===== src/rtl/add_round_key_stream_pkg.sv =====
// rtl/add_round_key_stream_pkg.sv - shared AES datapath types and round-count lookup
package add_round_key_stream_pkg;

  typedef logic [127:0] state_t;
  typedef logic [127:0] round_key_t;

  typedef enum logic [1:0] {
    KEY_SIZE_128,
    KEY_SIZE_192,
    KEY_SIZE_256
  } key_size_t;

  typedef struct packed {
    state_t state;
    logic   err;
  } ark_result_t;

  // 128/192/256-bit cipher keys give 10/12/14 rounds
  function automatic int nr_of(input int key_bits);
    return key_bits / 32 + 6;
  endfunction

endpackage


===== src/rtl/add_round_key_stream_fifo.sv =====
// rtl/add_round_key_stream_fifo.sv - ark_fifo: synchronous FIFO holding AddRoundKey results
module ark_fifo #(
  parameter int WIDTH = 129,
  parameter int DEPTH = 2
) (
  input  logic             clock,
  input  logic             reset_n,
  input  logic             push,
  input  logic [WIDTH-1:0] push_data,
  input  logic             pop,
  output logic [WIDTH-1:0] rd_data,
  output logic             rd_valid,
  output logic             full
);

  localparam int AW = (DEPTH > 1) ? $clog2(DEPTH) : 1;
  localparam int CW = $clog2(DEPTH) + 1;

  logic [WIDTH-1:0] mem_q [DEPTH];
  logic [WIDTH-1:0] mem_d [DEPTH];
  logic [AW-1:0]    wr_ptr_q, wr_ptr_d;
  logic [AW-1:0]    rd_ptr_q, rd_ptr_d;
  logic [CW-1:0]    count_q, count_d;
  logic             do_pop;

  function automatic logic [AW-1:0] next_ptr(input logic [AW-1:0] p);
    return (p == AW'(DEPTH - 1)) ? '0 : p + AW'(1);
  endfunction

  assign rd_valid = (count_q != '0);
  assign full     = (count_q == CW'(DEPTH));
  assign do_pop   = pop & rd_valid;
  // Empty FIFO presents zero rather than stale storage
  assign rd_data  = rd_valid ? mem_q[rd_ptr_q] : '0;

  always_comb begin
    mem_d    = mem_q;
    wr_ptr_d = wr_ptr_q;
    rd_ptr_d = rd_ptr_q;
    if (push) begin
      mem_d[wr_ptr_q] = push_data;
      wr_ptr_d        = next_ptr(wr_ptr_q);
    end
    if (do_pop) begin
      rd_ptr_d = next_ptr(rd_ptr_q);
    end
    count_d = count_q + CW'(push) - CW'(do_pop);
  end

  always_ff @(posedge clock or negedge reset_n) begin
    if (!reset_n) begin
      for (int i = 0; i < DEPTH; i++) mem_q[i] <= '0;
      wr_ptr_q <= '0;
      rd_ptr_q <= '0;
      count_q  <= '0;
    end else begin
      mem_q    <= mem_d;
      wr_ptr_q <= wr_ptr_d;
      rd_ptr_q <= rd_ptr_d;
      count_q  <= count_d;
    end
  end

endmodule


===== src/rtl/add_round_key_stream.sv =====
// rtl/add_round_key_stream.sv - streaming AddRoundKey stage with writable round-key bank
module add_round_key_stream
  import add_round_key_stream_pkg::*;
#(
  parameter int KEY_BITS   = 128,
  parameter int FIFO_DEPTH = 2,
  localparam int NR        = nr_of(KEY_BITS)
) (
  input  logic          clock,
  input  logic          reset_n,
  input  logic          key_wr_en,
  input  logic [3:0]    key_wr_idx,
  input  logic [127:0]  key_wr_data,
  input  logic          key_clear,
  input  logic          in_valid,
  output logic          in_ready,
  input  logic [127:0]  in_state,
  input  logic [3:0]    in_round,
  input  logic          in_decrypt,
  output logic          out_valid,
  input  logic          out_ready,
  output logic [127:0]  out_state,
  output logic          out_err,
  output logic [NR:0]   key_loaded
);

  round_key_t  key_bank_q [NR+1];
  round_key_t  key_bank_d [NR+1];
  logic [NR:0] key_loaded_q, key_loaded_d;

  logic        fifo_full;
  logic        push;
  logic        round_ok;
  logic        key_hit;
  logic [3:0]  key_idx;
  logic [3:0]  sel_idx;
  ark_result_t result;
  ark_result_t head;

  assign in_ready   = !fifo_full | out_ready;
  assign push       = in_valid & in_ready;
  assign key_loaded = key_loaded_q;

  always_comb begin
    round_ok     = (in_round <= 4'(NR));
    key_idx      = in_decrypt ? (4'(NR) - in_round) : in_round;
    // Out-of-range rounds never index the bank; they are flagged as errors
    sel_idx      = round_ok ? key_idx : '0;
    key_hit      = round_ok && key_loaded_q[sel_idx];
    result.err   = !key_hit;
    result.state = key_hit ? (in_state ^ key_bank_q[sel_idx]) : in_state;
  end

  always_comb begin
    key_bank_d   = key_bank_q;
    key_loaded_d = key_loaded_q;
    if (key_clear) begin
      key_loaded_d = '0;
    end else if (key_wr_en && (key_wr_idx <= 4'(NR))) begin
      key_bank_d[key_wr_idx]   = key_wr_data;
      key_loaded_d[key_wr_idx] = 1'b1;
    end
  end

  always_ff @(posedge clock or negedge reset_n) begin
    if (!reset_n) begin
      for (int i = 0; i <= NR; i++) key_bank_q[i] <= '0;
      key_loaded_q <= '0;
    end else begin
      key_bank_q   <= key_bank_d;
      key_loaded_q <= key_loaded_d;
    end
  end

  ark_fifo #(
    .WIDTH ($bits(ark_result_t)),
    .DEPTH (FIFO_DEPTH)
  ) u_fifo (
    .clock     (clock),
    .reset_n   (reset_n),
    .push      (push),
    .push_data (result),
    .pop       (out_ready),
    .rd_data   (head),
    .rd_valid  (out_valid),
    .full      (fifo_full)
  );

  assign out_state = head.state;
  assign out_err   = head.err;

endmodule


===== config.mk =====
export PLATFORM = sky130hd
export DESIGN_NAME = add_round_key_stream
export DESIGN_NICKNAME = d
export VERILOG_FILES = /design/src/rtl/add_round_key_stream_pkg.sv /design/src/rtl/add_round_key_stream_fifo.sv /design/src/rtl/add_round_key_stream.sv
export SDC_FILE = /design/constraint.sdc
export NUM_CORES = 2
export LEC_CHECK = 0
export CAP_MARGIN = 20
export CORE_MARGIN = 10
export CORE_UTILIZATION = 45
export DETAILED_ROUTE_END_ITERATION = 16
export HOLD_SLACK_MARGIN = 0.02
export PLACE_DENSITY = 0.74
export SLEW_MARGIN = 20
export SYNTH_ARGS = -nofsm -noshare
export SYNTH_HDL_FRONTEND = slang
export SYNTH_HIERARCHICAL = 1
export SYNTH_SLANG_ARGS = --single-unit

===== constraint.sdc =====
create_clock -name clock -period 4.6 [get_ports clock]
set_input_delay 0.69 -clock clock [delete_from_list [all_inputs] [get_ports clock]]
set_output_delay 0.69 -clock clock [all_outputs]
set_load 0.01 [all_outputs]

==> qor.yml <==
critPathTopFamily: "buffers and inverters"
dp_hpwl_um: 138300
seqCellArea_um2: 42070
gp_congestion: 0.8025
global_route.usage.total_pct: 23.85
relSlewSlack_pct: 18.62
clkTransAtPathRegs_ps: 70
post_drt_via_cell_ratio: 5.916
power_mw: 48.33
multi_input_area_um2: 34030
met1_usage_pct: 29.20
critPathKind: "reg -> out"
busiest_layer: "met2"
critical_path_required_ps: 3910
rsz0062_at_grt: "false"
power_density_nw_per_um2: 525.5
port_buffers: 412
grt_max_degree: 169
drv_slew: 0
cts_tree: "done"
use_met2_pct: 40.57
crit_buf_inv: 3
area_delta_synth_final_pct: 16.89
synth_area_leaders: "dfrtp_1, mux2_2, nor2_1"
drtIter0Drc: 4641
cts.sinks: 1681
synth_cells: 6636
cap_violations: 0
p_leak_nw: 41.48
die_x_um: 438.1
clk_latency_ps: 840
cpPeakStageDelay_ps: 730
stdcell_area_um2: 91970
synth_nets: 6911
vias: 54970
synth_edf_count: 0
start_util_pct: 45.26
met3_usage_pct: 4.159
grt_pass1_wl_um: 358200
grt_pass1_vias: 57930
cp_common_cell: "buf_12"
cts_buffers: 179
wl_um: 235300
ios: 413
die-area_um2: 192000
setup_tns_ps: 0
place_area_um2: 85700
h-tree-depth: 4
crit_fanout: 34
ys_warn_count: 6
hold_viol: 0
async_flop_share_pct: 100.0
synth_top_family_by_area: "multiplexers"
cts_root_buffer: "clkbuf_16"
ctsHoldBuffers: 1
die_h_um: 438.1
clockBufferDepth: 3
cts_setup_buffers: 0
irDropWorstVdd_v: 0.0003703
fin_util_pct: 52.91
final.setup_skew_ps: 33.59
fin_crit_ps: 4021
drt-pass1-iter-count: 5
synthSimpleGateAreaFrac_pct: 8.618
antenna_found_initial: 38
antenna_left: 0
final_layout_size_suffix_gt1_share_pct: 31.55
arrival_ps: 3330
post_cts_resized: 0
core-area_um2: 173800
yosys.area_share.xor_xnor_pct: 1.492
cp-end-kind: "primary output"
final_nets: 7075
timing.final.crit_share_pct: 87.41
clock.fmax_ghz: 0.2487
ys_types: 45
synth-main-ff-cell: "dfrtp_1"
synthMuxAreaShare_pct: 26.05
syn_area_per_cell_um2: 11.86
final-setup-viol-count: 0
rows: 153
synth_top_area_cell: "dfrtp_1"
wire_per_inst_um: 25.32
synth.yosys.seq_area_share_pct: 53.47
hp-class: "in -> async"
tightest_slew_ps: 1221
startpoint_type: "flop"
critPathSlowestCell: "dfrtp_4"
synth-adder-area-share_pct: 0.06361
status: "finished clean"
fill_cells: 14660
synth_compound_area_share_pct: 6.770
drcViolationCount: 0
path_cells: "buf_12 > buf_12 > mux2i_1 > nor2_1 > clkdlybuf4s50_1"
grt-ovfl-total: 0
synth_top_area_share_pct: 53.47
ys_ff_latch: 1681
synth_area_um2: 78680
==> power breakdown <==
part	leakage (nW)	total (mW)	internal, mW	switching, mW
clock	3.05	15.1	8.86	6.25
sequential	21.2	20.4	18.4	1.99
combinational	17.2	12.8	6.90	5.93
==> cell families (layout without fill, tap and decap cells) <==
group	count (synthesis)	count (layout)
multiplexers	1800	1800
flip-flops	1681	1681
AND/OR/NAND/NOR	1576	1576
AO/OA/AOI/OAI	801	801
buffers and inverters	640	949
XOR/XNOR	134	134
adder cells (fa/ha/maj)	4	4
other	0	21
==> layer usage <==
metal,vias to the layer above,wire length (um)
li1,23770,-
met1,28550,92840
met2,2059,116700
met3,576,14720
met4,20,10880
met5,-,121
==> stage by stage <==
| stage | hold slack [ps] | setup WS, ps | instances |
|---|---|---|---|
| floorplan | 394.4 | 1322 | 6636 |
| global placement | 475.3 | 309.9 | 8943 |
| detailed placement | 489.8 | 265.5 | 8943 |
| CTS | 390.8 | 518.3 | 9270 |
| global route | 431.5 | 497.8 | 9290 |
| finish | 453.7 | 579.1 | 9291 |
==> final timing paths <==
kind | from | end | slack [ps] | cells past startpoint
max | u_fifo/rd_ptr_q | out_state[38] | 580 | 5
min | reset_n | key_bank_q[691] | 450 | 2
max reg2reg | key_loaded[10] | u_fifo/mem_q[63] | 1840 | 8
min reg2reg | u_fifo/mem_q[126] | u_fifo/mem_q[126] | 500 | 1
max in group asynchronous | reset_n | u_fifo/mem_q[149] | 2530 | 4
min in group clock | u_fifo/mem_q[126] | u_fifo/mem_q[126] | 500 | 1
==> worst register-to-register path, stage by stage, from the launching register on <==
cell and delay [ps]:
dfrtp_1 410, a21oi_1 90, a211oi_1 300, a21oi_1 120, a311o_2 420, buf_12 250
a31oi_1 590, xor2_1 150, mux2_4 300
==> registers in the layout, indices dropped and copies added (netlist names) <==
signal           cells
u_fifo/wr_ptr_q      1
key_loaded          11
u_fifo/rd_ptr_q      1
u_fifo/mem_q       258
u_fifo/count_q       2
key_bank_q        1408
==> synthesized netlist by cell type (3+ instances only) <==
cell type / count
o22ai_1: 129
buf_4: 15
mux2i_1: 130
o21ai_1: 6
dfrtp_1: 1681
buf_2: 92
a31oi_1: 129
mux2_4: 100
a311o_1: 3
a22o_1: 128
buf_8: 10
nand2b_1: 3
clkbuf_1: 465
o22a_1: 127
ha_1: 4
nor2b_1: 5
o21ai_0: 136
xor2_1: 131
nand3_1: 381
buf_1: 30
xnor2_1: 3
nand2_1: 398
nor2_1: 648
buf_6: 13
or3_1: 128
a21oi_1: 135
inv_1: 14
and3_1: 3
mux2_2: 1567
==> placed cells by master (no fill, tap or decap), types with 4 or more instances in the layout <==
master / synthesis / layout
clkbuf_16: 0 / 179
clkinvlp_4: 0 / 6
mux2_2: 1567 / 1566
clkbuf_1: 465 / 28
nand3_1: 381 / 380
or3_1: 128 / 128
buf_12: 0 / 82
inv_16: 0 / 4
diode_2: 0 / 21
o21ai_0: 136 / 136
dfrtp_1: 1681 / 1680
o21ai_1: 6 / 4
a22o_1: 128 / 128
a31oi_1: 129 / 129
inv_6: 0 / 9
mux2_4: 100 / 100
mux2i_1: 130 / 130
nand2_4: 0 / 11
clkbuf_8: 0 / 46
clkdlybuf4s50_1: 0 / 410
a21oi_1: 135 / 134
clkinv_2: 0 / 28
o22ai_1: 129 / 129
nor2_1: 648 / 645
bufinv_16: 0 / 16
buf_4: 15 / 113
clkinv_4: 0 / 5
nand2_1: 398 / 387
inv_1: 14 / 14
nor2b_1: 5 / 5
o22a_1: 127 / 127
ha_1: 4 / 4
xor2_1: 131 / 131
==> layout make-up <==
| class | count | share of cell area [%] |
|---|---|---|
| diodes | 21 | 0.05714 |
| clock buffers | 253 | 5.673 |
| clock inverters | 73 | 1.072 |
| inverters | 15 | 0.06122 |
| multi-input cells | 4315 | 37.01 |
| flip-flops and latches | 1681 | 45.74 |
| well taps | 2325 | 3.163 |
| repair buffers | 608 | 7.223 |
No activity file was read; power rests on OpenSTA's default activity.
